### config.mk
export PLATFORM = sky130hd
export DESIGN_NAME = multicycle_control_fsm_flat
export DESIGN_NICKNAME = d
export VERILOG_FILES = /design/src/rtl/multicycle_control_fsm_pkg.sv /design/src/rtl/multicycle_control_fsm_if.sv /design/src/rtl/multicycle_control_fsm_state_decode.sv /design/src/rtl/multicycle_control_fsm.sv /design/src/flat_wrapper.sv
export SDC_FILE = /design/constraint.sdc
export NUM_CORES = 1
export LEC_CHECK = 0
export CORE_MARGIN = 2
export CORE_UTILIZATION = 40
export DETAILED_ROUTE_END_ITERATION = 16
export PLACE_DENSITY = 0.87
export SYNTH_ARGS = -nofsm -noshare
export SYNTH_HDL_FRONTEND = slang
export SYNTH_HIERARCHICAL = 1
export SYNTH_SLANG_ARGS = --single-unit
### constraint.sdc
create_clock -name clk -period 1.8 [get_ports clk]
set_clock_uncertainty 0.1 [all_clocks]
set_input_delay 0.27 -clock clk [delete_from_list [all_inputs] [get_ports clk]]
set_output_delay 0.27 -clock clk [all_outputs]
set_load 0.01 [all_outputs]
### src/rtl/multicycle_control_fsm_pkg.sv
// multicycle_pkg: opcodes, state encoding and datapath select encodings for the multi-cycle control FSM
package multicycle_pkg;
  localparam logic [6:0] OP_RTYPE  = 7'b0110011;
  localparam logic [6:0] OP_LOAD   = 7'b0000011;
  localparam logic [6:0] OP_STORE  = 7'b0100011;
  localparam logic [6:0] OP_BRANCH = 7'b1100011;
  localparam logic [6:0] OP_IMM    = 7'b0010011;
  localparam logic [1:0] SRCA_PC    = 2'b00;
  localparam logic [1:0] SRCA_A     = 2'b01;
  localparam logic [1:0] SRCA_OLDPC = 2'b10;
  localparam logic [1:0] SRCB_B     = 2'b00;
  localparam logic [1:0] SRCB_FOUR  = 2'b01;
  localparam logic [1:0] SRCB_IMM   = 2'b10;
  localparam logic [1:0] ALU_ADD    = 2'b00;
  localparam logic [1:0] ALU_SUB    = 2'b01;
  localparam logic [1:0] ALU_FUNCT  = 2'b10;
  typedef enum logic [3:0] {
    S_FETCH, S_DECODE, S_MEMADR, S_MEMRD, S_MEMWB,
    S_MEMWR, S_EXEC, S_EXECI, S_ALUWB, S_BRANCH
  } state_e;
  // ir_write/pc_write/instr_done are raw here; the top qualifies them with mem_ready
  typedef struct packed {
    logic       mem_read;
    logic       mem_write;
    logic       iord;
    logic       ir_write;
    logic       pc_write;
    logic       branch;
    logic       pc_source;
    logic [1:0] alu_src_a;
    logic [1:0] alu_src_b;
    logic [1:0] alu_op;
    logic       reg_write;
    logic       mem_to_reg;
    logic       instr_done;
  } ctrl_t;
endpackage

### src/rtl/multicycle_control_fsm_if.sv
// multicycle_control_fsm_if: control sequencer <-> datapath/memory signal bundle
interface multicycle_control_fsm_if;
  logic [6:0] opcode;
  logic       zero, mem_ready;
  logic       mem_read, mem_write, iord, ir_write, pc_en, branch, pc_source;
  logic [1:0] alu_src_a, alu_src_b, alu_op;
  logic       reg_write, mem_to_reg, instr_done, illegal_op;
  modport ctrl (
    input  opcode, zero, mem_ready,
    output mem_read, mem_write, iord, ir_write, pc_en, branch, pc_source,
           alu_src_a, alu_src_b, alu_op, reg_write, mem_to_reg, instr_done, illegal_op
  );
  modport dp (
    output opcode, zero, mem_ready,
    input  mem_read, mem_write, iord, ir_write, pc_en, branch, pc_source,
           alu_src_a, alu_src_b, alu_op, reg_write, mem_to_reg, instr_done, illegal_op
  );
endinterface

### src/rtl/multicycle_control_fsm_state_decode.sv
// mc_state_decode: combinational state -> raw control vector
module mc_state_decode
  import multicycle_pkg::*;
(
  input  state_e state_i,
  output ctrl_t  ctrl_o
);
  always_comb begin
    ctrl_o = '0;
    case (state_i)
      S_FETCH: begin
        ctrl_o.mem_read  = 1'b1;
        ctrl_o.ir_write  = 1'b1;
        ctrl_o.pc_write  = 1'b1;
        ctrl_o.alu_src_a = SRCA_PC;
        ctrl_o.alu_src_b = SRCB_FOUR;
        ctrl_o.alu_op    = ALU_ADD;
      end
      S_DECODE: begin
        ctrl_o.alu_src_a = SRCA_OLDPC;
        ctrl_o.alu_src_b = SRCB_IMM;
      end
      S_MEMADR: begin
        ctrl_o.alu_src_a = SRCA_A;
        ctrl_o.alu_src_b = SRCB_IMM;
      end
      S_MEMRD: begin
        ctrl_o.mem_read = 1'b1;
        ctrl_o.iord     = 1'b1;
      end
      S_MEMWB: begin
        ctrl_o.reg_write  = 1'b1;
        ctrl_o.mem_to_reg = 1'b1;
        ctrl_o.instr_done = 1'b1;
      end
      S_MEMWR: begin
        ctrl_o.mem_write  = 1'b1;
        ctrl_o.iord       = 1'b1;
        ctrl_o.instr_done = 1'b1;
      end
      S_EXEC: begin
        ctrl_o.alu_src_a = SRCA_A;
        ctrl_o.alu_src_b = SRCB_B;
        ctrl_o.alu_op    = ALU_FUNCT;
      end
      S_EXECI: begin
        ctrl_o.alu_src_a = SRCA_A;
        ctrl_o.alu_src_b = SRCB_IMM;
        ctrl_o.alu_op    = ALU_FUNCT;
      end
      S_ALUWB: begin
        ctrl_o.reg_write  = 1'b1;
        ctrl_o.instr_done = 1'b1;
      end
      S_BRANCH: begin
        ctrl_o.alu_src_a  = SRCA_A;
        ctrl_o.alu_src_b  = SRCB_B;
        ctrl_o.alu_op     = ALU_SUB;
        ctrl_o.branch     = 1'b1;
        ctrl_o.pc_source  = 1'b1;
        ctrl_o.instr_done = 1'b1;
      end
      default: ctrl_o = '0;
    endcase
  end
endmodule

### src/rtl/multicycle_control_fsm.sv
// multicycle_control_fsm: RV32I subset multi-cycle sequencer with memory-ready stalls and illegal-opcode flag
module multicycle_control_fsm
  import multicycle_pkg::*;
#(
  parameter bit STALL_ON_MEM = 1'b1
) (
  input logic clk,
  input logic reset,
  multicycle_control_fsm_if.ctrl bus
);
  state_e state_q, state_d;
  logic   illegal_q, illegal_d, rdy;
  ctrl_t  c, g;
  mc_state_decode u_dec (.state_i(state_q), .ctrl_o(c));
  assign rdy = STALL_ON_MEM ? bus.mem_ready : 1'b1;
  always_ff @(posedge clk or posedge reset) begin
    if (reset) begin
      state_q   <= S_FETCH;
      illegal_q <= 1'b0;
    end else begin
      state_q   <= state_d;
      illegal_q <= illegal_d;
    end
  end
  always_comb begin
    state_d   = S_FETCH;
    illegal_d = 1'b0;
    case (state_q)
      S_FETCH:  state_d = rdy ? S_DECODE : S_FETCH;
      S_DECODE: begin
        state_d = (bus.opcode == OP_LOAD || bus.opcode == OP_STORE) ? S_MEMADR :
                  (bus.opcode == OP_RTYPE)  ? S_EXEC   :
                  (bus.opcode == OP_IMM)    ? S_EXECI  :
                  (bus.opcode == OP_BRANCH) ? S_BRANCH : S_FETCH;
        illegal_d = (state_d == S_FETCH);
      end
      S_MEMADR: state_d = (bus.opcode == OP_LOAD) ? S_MEMRD : S_MEMWR;
      S_MEMRD:  state_d = rdy ? S_MEMWB : S_MEMRD;
      S_MEMWR:  state_d = rdy ? S_FETCH : S_MEMWR;
      S_EXEC:   state_d = S_ALUWB;
      S_EXECI:  state_d = S_ALUWB;
      default:  state_d = S_FETCH;
    endcase
  end
  // Everything is forced low while reset is held, even though the state already reads FETCH
  assign g = reset ? '0 : c;
  assign bus.mem_read   = g.mem_read;
  assign bus.mem_write  = g.mem_write;
  assign bus.iord       = g.iord;
  assign bus.ir_write   = g.ir_write & rdy;
  assign bus.pc_en      = (g.pc_write & rdy) | (g.branch & bus.zero);
  assign bus.branch     = g.branch;
  assign bus.pc_source  = g.pc_source;
  assign bus.alu_src_a  = g.alu_src_a;
  assign bus.alu_src_b  = g.alu_src_b;
  assign bus.alu_op     = g.alu_op;
  assign bus.reg_write  = g.reg_write;
  assign bus.mem_to_reg = g.mem_to_reg;
  assign bus.instr_done = g.instr_done & (rdy | state_q != S_MEMWR);
  assign bus.illegal_op = illegal_q & ~reset;
endmodule

### src/flat_wrapper.sv
// flat-port wrapper written by rule: the top's interface ports become plain ports
module multicycle_control_fsm_flat import multicycle_pkg::*;
#(
  parameter bit STALL_ON_MEM = 1'b1
)
  (clk, reset, bus_opcode, bus_zero, bus_mem_ready, bus_mem_read, bus_mem_write, bus_iord, bus_ir_write, bus_pc_en, bus_branch, bus_pc_source, bus_alu_src_a, bus_alu_src_b, bus_alu_op, bus_reg_write, bus_mem_to_reg, bus_instr_done, bus_illegal_op);
  multicycle_control_fsm_if bus_i ();
  input logic clk;
  input logic reset;
  input wire logic [$bits(bus_i.opcode)-1:0] bus_opcode;
  input wire logic [$bits(bus_i.zero)-1:0] bus_zero;
  input wire logic [$bits(bus_i.mem_ready)-1:0] bus_mem_ready;
  output wire logic [$bits(bus_i.mem_read)-1:0] bus_mem_read;
  output wire logic [$bits(bus_i.mem_write)-1:0] bus_mem_write;
  output wire logic [$bits(bus_i.iord)-1:0] bus_iord;
  output wire logic [$bits(bus_i.ir_write)-1:0] bus_ir_write;
  output wire logic [$bits(bus_i.pc_en)-1:0] bus_pc_en;
  output wire logic [$bits(bus_i.branch)-1:0] bus_branch;
  output wire logic [$bits(bus_i.pc_source)-1:0] bus_pc_source;
  output wire logic [$bits(bus_i.alu_src_a)-1:0] bus_alu_src_a;
  output wire logic [$bits(bus_i.alu_src_b)-1:0] bus_alu_src_b;
  output wire logic [$bits(bus_i.alu_op)-1:0] bus_alu_op;
  output wire logic [$bits(bus_i.reg_write)-1:0] bus_reg_write;
  output wire logic [$bits(bus_i.mem_to_reg)-1:0] bus_mem_to_reg;
  output wire logic [$bits(bus_i.instr_done)-1:0] bus_instr_done;
  output wire logic [$bits(bus_i.illegal_op)-1:0] bus_illegal_op;
  assign bus_i.opcode = bus_opcode;
  assign bus_i.zero = bus_zero;
  assign bus_i.mem_ready = bus_mem_ready;
  assign bus_mem_read = bus_i.mem_read;
  assign bus_mem_write = bus_i.mem_write;
  assign bus_iord = bus_i.iord;
  assign bus_ir_write = bus_i.ir_write;
  assign bus_pc_en = bus_i.pc_en;
  assign bus_branch = bus_i.branch;
  assign bus_pc_source = bus_i.pc_source;
  assign bus_alu_src_a = bus_i.alu_src_a;
  assign bus_alu_src_b = bus_i.alu_src_b;
  assign bus_alu_op = bus_i.alu_op;
  assign bus_reg_write = bus_i.reg_write;
  assign bus_mem_to_reg = bus_i.mem_to_reg;
  assign bus_instr_done = bus_i.instr_done;
  assign bus_illegal_op = bus_i.illegal_op;
  multicycle_control_fsm #(.STALL_ON_MEM(STALL_ON_MEM)) u_core (.clk(clk), .reset(reset), .bus(bus_i));
endmodule
==> summary.log, run 1 <==
qor: run_status.outcome finished with violations
qor: run_status.violations_in_the_final_reports setup timing
qor: global_routing.grt_pass1_vias 785
qor: die.initial_core_util 42.9%
qor: clock_tree.clock-sinks 5
qor: die.die_w 44.4 um
qor: final_layout.final-instance-count-excl-fill 147
qor: sta.min_period_over_period 103%
qor: sta.setup_ws -61.6 ps
qor: clock_tree.numCtsBuffers 3
qor: global_routing.overflow 0
qor: die.number_of_standard_cell_rows_in_the_floorplan 14
qor: place.place_inst 138
qor: synth.synth.area.top_cells sky130_fd_sc_hd__dfrtp_1 19%, sky130_fd_sc_hd__nor2b_1 17%, sky130_fd_sc_hd__buf_4 5.7%, sky130_fd_sc_hd__nand2b_1 4.8%, sky130_fd_sc_hd__buf_6 3.4%
qor: clock_tree.max-clock-path-buffers 2
qor: hold_path.hp-class input pin to async pin
qor: synth.synth.yosys.seq_area_share 19.1%
qor: detailed_routing.wl_per_cell 13.1 um
qor: worst_setup_path.reg2regPathDepth 4
qor: detailed_routing.drt.antenna.violating_nets 0
qor: global_routing.first_pass_grt_wire_length 3.19 mm
qor: run.max_capacitance_violation_total 0
qor: worst_setup_path.worstSetupEndpointType output port
qor: die.die_h 44.4 um
qor: detailed_routing.drt_wl_total 1.92 mm
qor: global_routing.grt_usage 21.5%
qor: clock_tree.cts-htree-levels 1
qor: worst_setup_path.timing.setup.critical_path_class register to output port
qor: synth.syn_nets 93
qor: detailed_routing.drt-initial-drc-count 7
qor: synth.yosys_warnings 6
qor: sta.tightest_slew 257 ps
qor: detailed_routing.drt_first_pass_iters 4
qor: die.core-area 0.00152 mm2
qor: power.irDropWorstVdd 0.000467 V
qor: detailed_routing.post-route-drc-count 0
qor: sta.timing.max_slew.rel_slack 82.7%
qor: power.power_per_cell_area 374 mW/mm2
qor: global_routing.initial_antenna_violation_count 0
qor: die.boundaryPins 28
qor: synth.ys_async_sr_fraction 100%
qor: sta.period_minus_slack 1860 ps
qor: synth.synthDistinctLibCells 35
qor: synth.synth.largest_area_cell sky130_fd_sc_hd__dfrtp_1
qor: final_layout.post-route-cell-area 0.00115 mm2
qor: global_routing.grt_max_degree 15
qor: worst_setup_path.cp_max_fo 4
qor: die.fp.dieArea 0.00198 mm2
qor: sta.report.final.slew_viol_count 0
qor: final_layout.area_delta_synth_final 76.5%
qor: worst_setup_path.cp-start-kind register
qor: clock_tree.cts_tree done
qor: final_layout.fin_nets 143
qor: power.p_leak 0.548 nW
qor: synth.synthCells 82
qor: clock_tree.clk_pin_slew_worst_paths 40 ps
qor: worst_setup_path.worstPathRequired 1430 ps
qor: sta.final-setup-viol-count 6
qor: synth.synth-edff-count 0
qor: synth.dominantRegCellSynth sky130_fd_sc_hd__dfrtp_1
qor: synth.syn-mean-instance-area 7.98 um2
qor: place.post_place_instance_area 0.00104 mm2
qor: sta.hold_viol 0
qor: place.globalplace.congestion 0.798
qor: clock_tree.clk_latency 240 ps
qor: clock_tree.cts.hold.buffers_added 0
qor: clock_tree.clk_root_buf sky130_fd_sc_hd__clkbuf_4
qor: place.numPortBuffers 27
qor: synth.yosys_top_cell_area_share 19.1%
qor: power.p_total 0.432 mW
qor: synth.ys_ff_latch 5
qor: worst_setup_path.cp_data_arrival_time 1490 ps
qor: sta.rsz0062_at_grt true
qor: detailed_routing.vias_per_cell 5.14
qor: place.place_hpwl 1.35 mm
qor: place.post-place-ws -272 ps
qor: detailed_routing.vias 756
qor: synth.synthesis.area 654 um2
qor: final_layout.drive_above_1_share 48.9%
qor: final_layout.diodes 0
qor: sta.max_freq 537 MHz
registers in the layout, summed over array words and instances, names as in the netlist:
name              count
u_core/state_q        4
u_core/illegal_q      1
kinds of logic after synthesis:
group / share of synthesized area, %
buffers and inverters: 12.0
XOR/XNOR: 5.16
flip-flops: 19.1
AO/OA/AOI/OAI: 13.8
AND/OR/NAND/NOR: 49.9
Yosys cell counts, types with 2 or more instances:
cell                       count
sky130_fd_sc_hd__and3_1        3
sky130_fd_sc_hd__buf_4         5
sky130_fd_sc_hd__buf_6         2
sky130_fd_sc_hd__dfrtp_1       5
sky130_fd_sc_hd__inv_1         4
sky130_fd_sc_hd__nand2b_1      5
sky130_fd_sc_hd__nand3b_1      2
sky130_fd_sc_hd__nor2_1        5
sky130_fd_sc_hd__nor2b_1      18
sky130_fd_sc_hd__nor3_1        3
sky130_fd_sc_hd__nor3b_1       3
sky130_fd_sc_hd__nor4_1        2
sky130_fd_sc_hd__o22ai_1       2
sky130_fd_sc_hd__or4_1         2
worst max-delay path: stages, from the launching register on:
cell and delay, ps:
sky130_fd_sc_hd__dfrtp_1 420, sky130_fd_sc_hd__buf_6 160, sky130_fd_sc_hd__buf_12 120, sky130_fd_sc_hd__nor3_4 200, sky130_fd_sc_hd__a22oi_1 110, sky130_fd_sc_hd__nor2_1 100
sky130_fd_sc_hd__buf_2 140
through the flow:
step	hold slack, ps	util [%]	setup TNS, ps
2_1_floorplan	-46.3	-	0
3_3_place_gp	546	68.1	-2280
5_1_grt	446	75.8	-634
3_5_place_dp	570	68.1	-2720
6_report	424	75.8	-236
4_1_cts	424	74.1	-103
what timing repair did:
action / CTS / global route
setup buffers: 5 / 2
gates resized for setup: 78 / 8
pin swaps: 5 / 5
endpoints found under the setup margin: 17 / 15
power breakdown:
part           switching [mW]  internal [mW]  total (mW)
Sequential            0.00450          0.118       0.123
Clock                  0.0431         0.0836       0.127
Combinational          0.0778          0.105       0.183
layer usage:
metal  up-vias  global-route usage [%]  wire [um]
li1        374                       -          -
met1       354                    21.6        710
met2        26                    44.1       1090
met3         2                    3.27        105
met4         0                    6.06          9
met5         -                       0          0
final timing paths:
path                                               endpoint                        start  slack, ps
worst max-delay path                              bus_pc_en  u_core/state_q[1]$_DFF_PP0_        -60
worst min-delay path            u_core/state_q[2]$_DFF_PP0_                        reset        420
worst max register to register  u_core/state_q[2]$_DFF_PP0_  u_core/state_q[0]$_DFF_PP0_         40
worst min register to register   u_core/illegal_q$_DFF_PP0_  u_core/state_q[3]$_DFF_PP0_        610
max in group asynchronous       u_core/state_q[0]$_DFF_PP0_                        reset       1060
min in group clk                 u_core/illegal_q$_DFF_PP0_  u_core/state_q[3]$_DFF_PP0_        610
layout make-up:
| type | count | area [um2] |
|---|---|---|
| Inverter | 4 | 15.0 |
| Timing Repair Buffer | 53 | 425 |
| Sequential cell | 5 | 126 |
| Multi-Input combinational cell | 65 | 542 |
| Fill cell | 113 | 369 |
| Clock buffer | 4 | 26.3 |
| Tap cell | 16 | 20.0 |
placed cells by master (no fill, tap or decap), types with 2 or more instances in the layout:
cell type / n
sky130_fd_sc_hd__o22ai_1: 2
sky130_fd_sc_hd__buf_6: 6
sky130_fd_sc_hd__nor3_4: 2
sky130_fd_sc_hd__nand3b_1: 2
sky130_fd_sc_hd__nor2b_1: 15
sky130_fd_sc_hd__clkbuf_4: 3
sky130_fd_sc_hd__nor2b_4: 3
sky130_fd_sc_hd__dlygate4sd2_1: 2
sky130_fd_sc_hd__buf_2: 13
sky130_fd_sc_hd__clkdlybuf4s50_1: 10
sky130_fd_sc_hd__nand2b_4: 3
sky130_fd_sc_hd__nor2_1: 5
sky130_fd_sc_hd__buf_4: 20
sky130_fd_sc_hd__or4_1: 2
sky130_fd_sc_hd__inv_1: 4
sky130_fd_sc_hd__dfrtp_1: 4
sky130_fd_sc_hd__nor4_1: 2
sky130_fd_sc_hd__and3_1: 3
sky130_fd_sc_hd__xnor2_2: 2
sky130_fd_sc_hd__nand2b_1: 3
(Power assumes the default switching activity.)
==> inputs of run 2 (changes only) <==
ABC_AREA = 0   (was unset)
CORE_MARGIN = 5   (was 2)
==> summary.log, run 2 (synthesis results as in run 1) <==
qor: clock_tree.cts-htree-levels 1 [unchanged]
qor: final_layout.most_frequent_standard_cell_in_the_layout_excluding_fill_and_tap_cells sky130_fd_sc_hd__buf_4 [unchanged]
qor: detailed_routing.wl_per_cell 16.0 um [was 13.1 um]
qor: global_routing.overflow 0 [unchanged]
qor: worst_setup_path.cp_data_arrival_time 1630 ps [was 1490 ps]
qor: detailed_routing.drt_wl_total 2.44 mm [was 1.92 mm]
qor: worst_setup_path.critical_path.top_delay_family simple AND/OR/NAND/NOR gates [was buffers and inverters]
qor: clock_tree.clock-sinks 5 [unchanged]
qor: sta.tightest_slew 300 ps [was 257 ps]
qor: sta.setup_ws -199 ps [was -61.6 ps]
qor: clock_tree.numCtsBuffers 3 [unchanged]
qor: hold_path.hp-class input pin to async pin [unchanged]
qor: worst_setup_path.cp-start-kind register [unchanged]
qor: sta.min_period_over_period 111% [was 103%]
qor: detailed_routing.vias 819 [was 756]
qor: place.post-place-ws -267 ps [was -272 ps]
qor: final_layout.largest_register_ff_count 4 [unchanged]
qor: detailed_routing.drt_first_pass_iters 4 [unchanged]
qor: die.number_of_standard_cell_rows_in_the_floorplan 14 [unchanged]
qor: sta.period_minus_slack 2000 ps [was 1860 ps]
qor: power.p_leak 0.589 nW [was 0.548 nW]
qor: sta.rsz0062_at_grt true [unchanged]
qor: worst_setup_path.worstPathRequired 1430 ps [about the same]
qor: worst_setup_path.timing.setup.critical_path_class register to output port [unchanged]
qor: sta.final-setup-viol-count 11 [was 6]
qor: worst_setup_path.worstSetupEndpointType output port [unchanged]
qor: power.p_total 0.473 mW [was 0.432 mW]
qor: die.die_w 50.4 um [was 44.4 um]
qor: die.fp.dieArea 0.00254 mm2 [was 0.00198 mm2]
qor: detailed_routing.drt-initial-drc-count 27 [was 7]
qor: final_layout.fin_nets 149 [was 143]
qor: final_layout.area_delta_synth_final 97.5% [was 76.5%]
qor: global_routing.grt_usage 19.0% [was 21.5%]
qor: final_layout.drive_above_1_share 55.5% [was 48.9%]
qor: die.initial_core_util 42.9% [unchanged]
qor: final_layout.diodes 0 [unchanged]
qor: power.power_per_cell_area 366 mW/mm2 [was 374 mW/mm2]
qor: clock_tree.clk_latency 250 ps [was 240 ps]
qor: final_layout.registers.top_by_ff_count u_core/state_q [unchanged]
qor: worst_setup_path.cp_max_fo 4 [unchanged]
qor: die.core-area 0.00152 mm2 [unchanged]
qor: worst_setup_path.critical-path-slowest-cell sky130_fd_sc_hd__dfrtp_1 [unchanged]
qor: final_layout.fill_cells 87 [was 113]
qor: clock_tree.clk_root_buf sky130_fd_sc_hd__clkbuf_4 [unchanged]
qor: sta.report.final.slew_viol_count 0 [unchanged]
qor: place.globalplace.congestion 0.938 [was 0.798]
qor: run_status.violations_in_the_final_reports setup timing [unchanged]
qor: place.place_hpwl 1.49 mm [was 1.35 mm]
qor: worst_setup_path.timing.critical_path.slowest_cell_delay 410 ps [was 420 ps]
qor: sta.max_freq 500 MHz [was 537 MHz]
qor: detailed_routing.vias_per_cell 5.35 [was 5.14]
qor: sta.hold_viol 0 [unchanged]
qor: final_layout.largestRegisters u_core/state_q: 4 flops, u_core/illegal_q: 1 flops [unchanged]
qor: global_routing.grt_max_degree 11 [was 15]
qor: sta.timing.max_slew.rel_slack 79.8% [was 82.7%]
qor: power.irDropWorstVdd 0.000458 V [was 0.000467 V]
qor: clock_tree.clk_pin_slew_worst_paths 50 ps [was 40 ps]
qor: final_layout.layout_common_cells 20 x sky130_fd_sc_hd__buf_4, 14 x sky130_fd_sc_hd__buf_6, 13 x sky130_fd_sc_hd__nor2b_1 [was 20 x sky130_fd_sc_hd__buf_4, 15 x sky130_fd_sc_hd__nor2b_1, 13 x sky130_fd_sc_hd__buf_2]
qor: worst_setup_path.number_of_buffers_and_inverters_on_the_critical_path 1 [was 3]
qor: worst_setup_path.cp_cell_sequence or2_4 > nor3_4 > a22oi_2 > nor2_1 > buf_2 [was buf_6 > buf_12 > nor3_4 > a22oi_1 > nor2_1 > buf_2]
qor: global_routing.first_pass_grt_wire_length 3.76 mm [was 3.19 mm]
qor: global_routing.initial_antenna_violation_count 0 [unchanged]
qor: clock_tree.cts.hold.buffers_added 0 [unchanged]
qor: detailed_routing.post-route-drc-count 0 [unchanged]
qor: die.boundaryPins 28 [unchanged]
qor: run_status.outcome finished with violations [unchanged]
qor: clock_tree.max-clock-path-buffers 2 [unchanged]
qor: clock_tree.cts_tree done [unchanged]
qor: die.die_h 50.4 um [was 44.4 um]
qor: detailed_routing.drt.antenna.violating_nets 0 [unchanged]
qor: run.max_capacitance_violation_total 0 [unchanged]
qor: place.numPortBuffers 27 [unchanged]
qor: global_routing.grt_pass1_vias 836 [was 785]
run 2: changes by cell type in the layout (fill, tap and decap cells not counted), sizes merged:
cell | before | now
clkdlybuf4s15 | 0 | 1
clkbuf | 5 | 4
buf | 40 | 46
run 2: cell type report:
| cell class | instances | area (um2) | area share, % |
|---|---|---|---|
| clock buffers | 4 | 26.3 | 2.03 |
| repair buffers | 59 | 510 | 39.5 |
| inverters | 4 | 15.0 | 1.16 |
| well taps | 16 | 20.0 | 1.55 |
| flip-flops and latches | 5 | 128 | 9.87 |
| multi-input cells | 65 | 593 | 45.9 |
run 2: where the power goes:
part	total [mW]	switching (mW)	internal, mW
clock	0.134	0.0500	0.0840
combinational	0.215	0.0925	0.123
sequential	0.123	0.00484	0.119
run 2: metal layers:
metal  routed length [um]  vias up  global-route usage (%)
met5                    0        -                       0
met4                   71        0                    10.6
li1                     -      393                       -
met2                 1280       35                    36.0
met1                  933      383                    17.9
met3                  155        8                    5.03
run 2: per-stage QoR:
stage,utilization [%],hold WS [ps],TNS (ps),area (um2),std cells
final,84.8,391,-949,1290,153
after global routing,84.8,421,-2100,1290,153
after CTS,76.6,369,-681,1170,152
after detailed placement,69.1,554,-3160,1050,140
after global placement,69.1,543,-2760,1050,140
after floorplan,-,-46.3,0,654,82
run 2: worst paths after layout:
| path | start | to | slack (ps) | cells past startpoint |
|---|---|---|---|---|
| max | u_core/state_q[3]$_DFF_PP0_ | bus_pc_en | -200 | 5 |
| max in group asynchronous | reset | u_core/state_q[2]$_DFF_PP0_ | 1080 | 4 |
| min reg2reg | u_core/state_q[3]$_DFF_PP0_ | u_core/illegal_q$_DFF_PP0_ | 650 | 2 |
| min in group clk | bus_opcode[5] | u_core/state_q[3]$_DFF_PP0_ | 580 | 3 |
| max reg2reg | u_core/state_q[0]$_DFF_PP0_ | u_core/state_q[2]$_DFF_PP0_ | 10 | 5 |
| min | reset | u_core/state_q[0]$_DFF_PP0_ | 390 | 4 |
run 2: worst register-to-register path, cell delays in order, from the launching register on:
cell and delay [ps]:
sky130_fd_sc_hd__dfrtp_2 430, sky130_fd_sc_hd__buf_6 130, sky130_fd_sc_hd__buf_6 110, sky130_fd_sc_hd__or4_4 410, sky130_fd_sc_hd__a2bb2oi_2 150, sky130_fd_sc_hd__a221o_1 320
run 2: timing repair:
| action | CTS | global route |
|---|---|---|
| setup buffers | 8 | 3 |
| pin swaps | 3 | 11 |
| gates cloned | 0 | 0 |
| resized for setup | 78 | 25 |
| setup endpoints to repair | 18 | 19 |
| endpoints found under the hold margin | 0 | 0 |
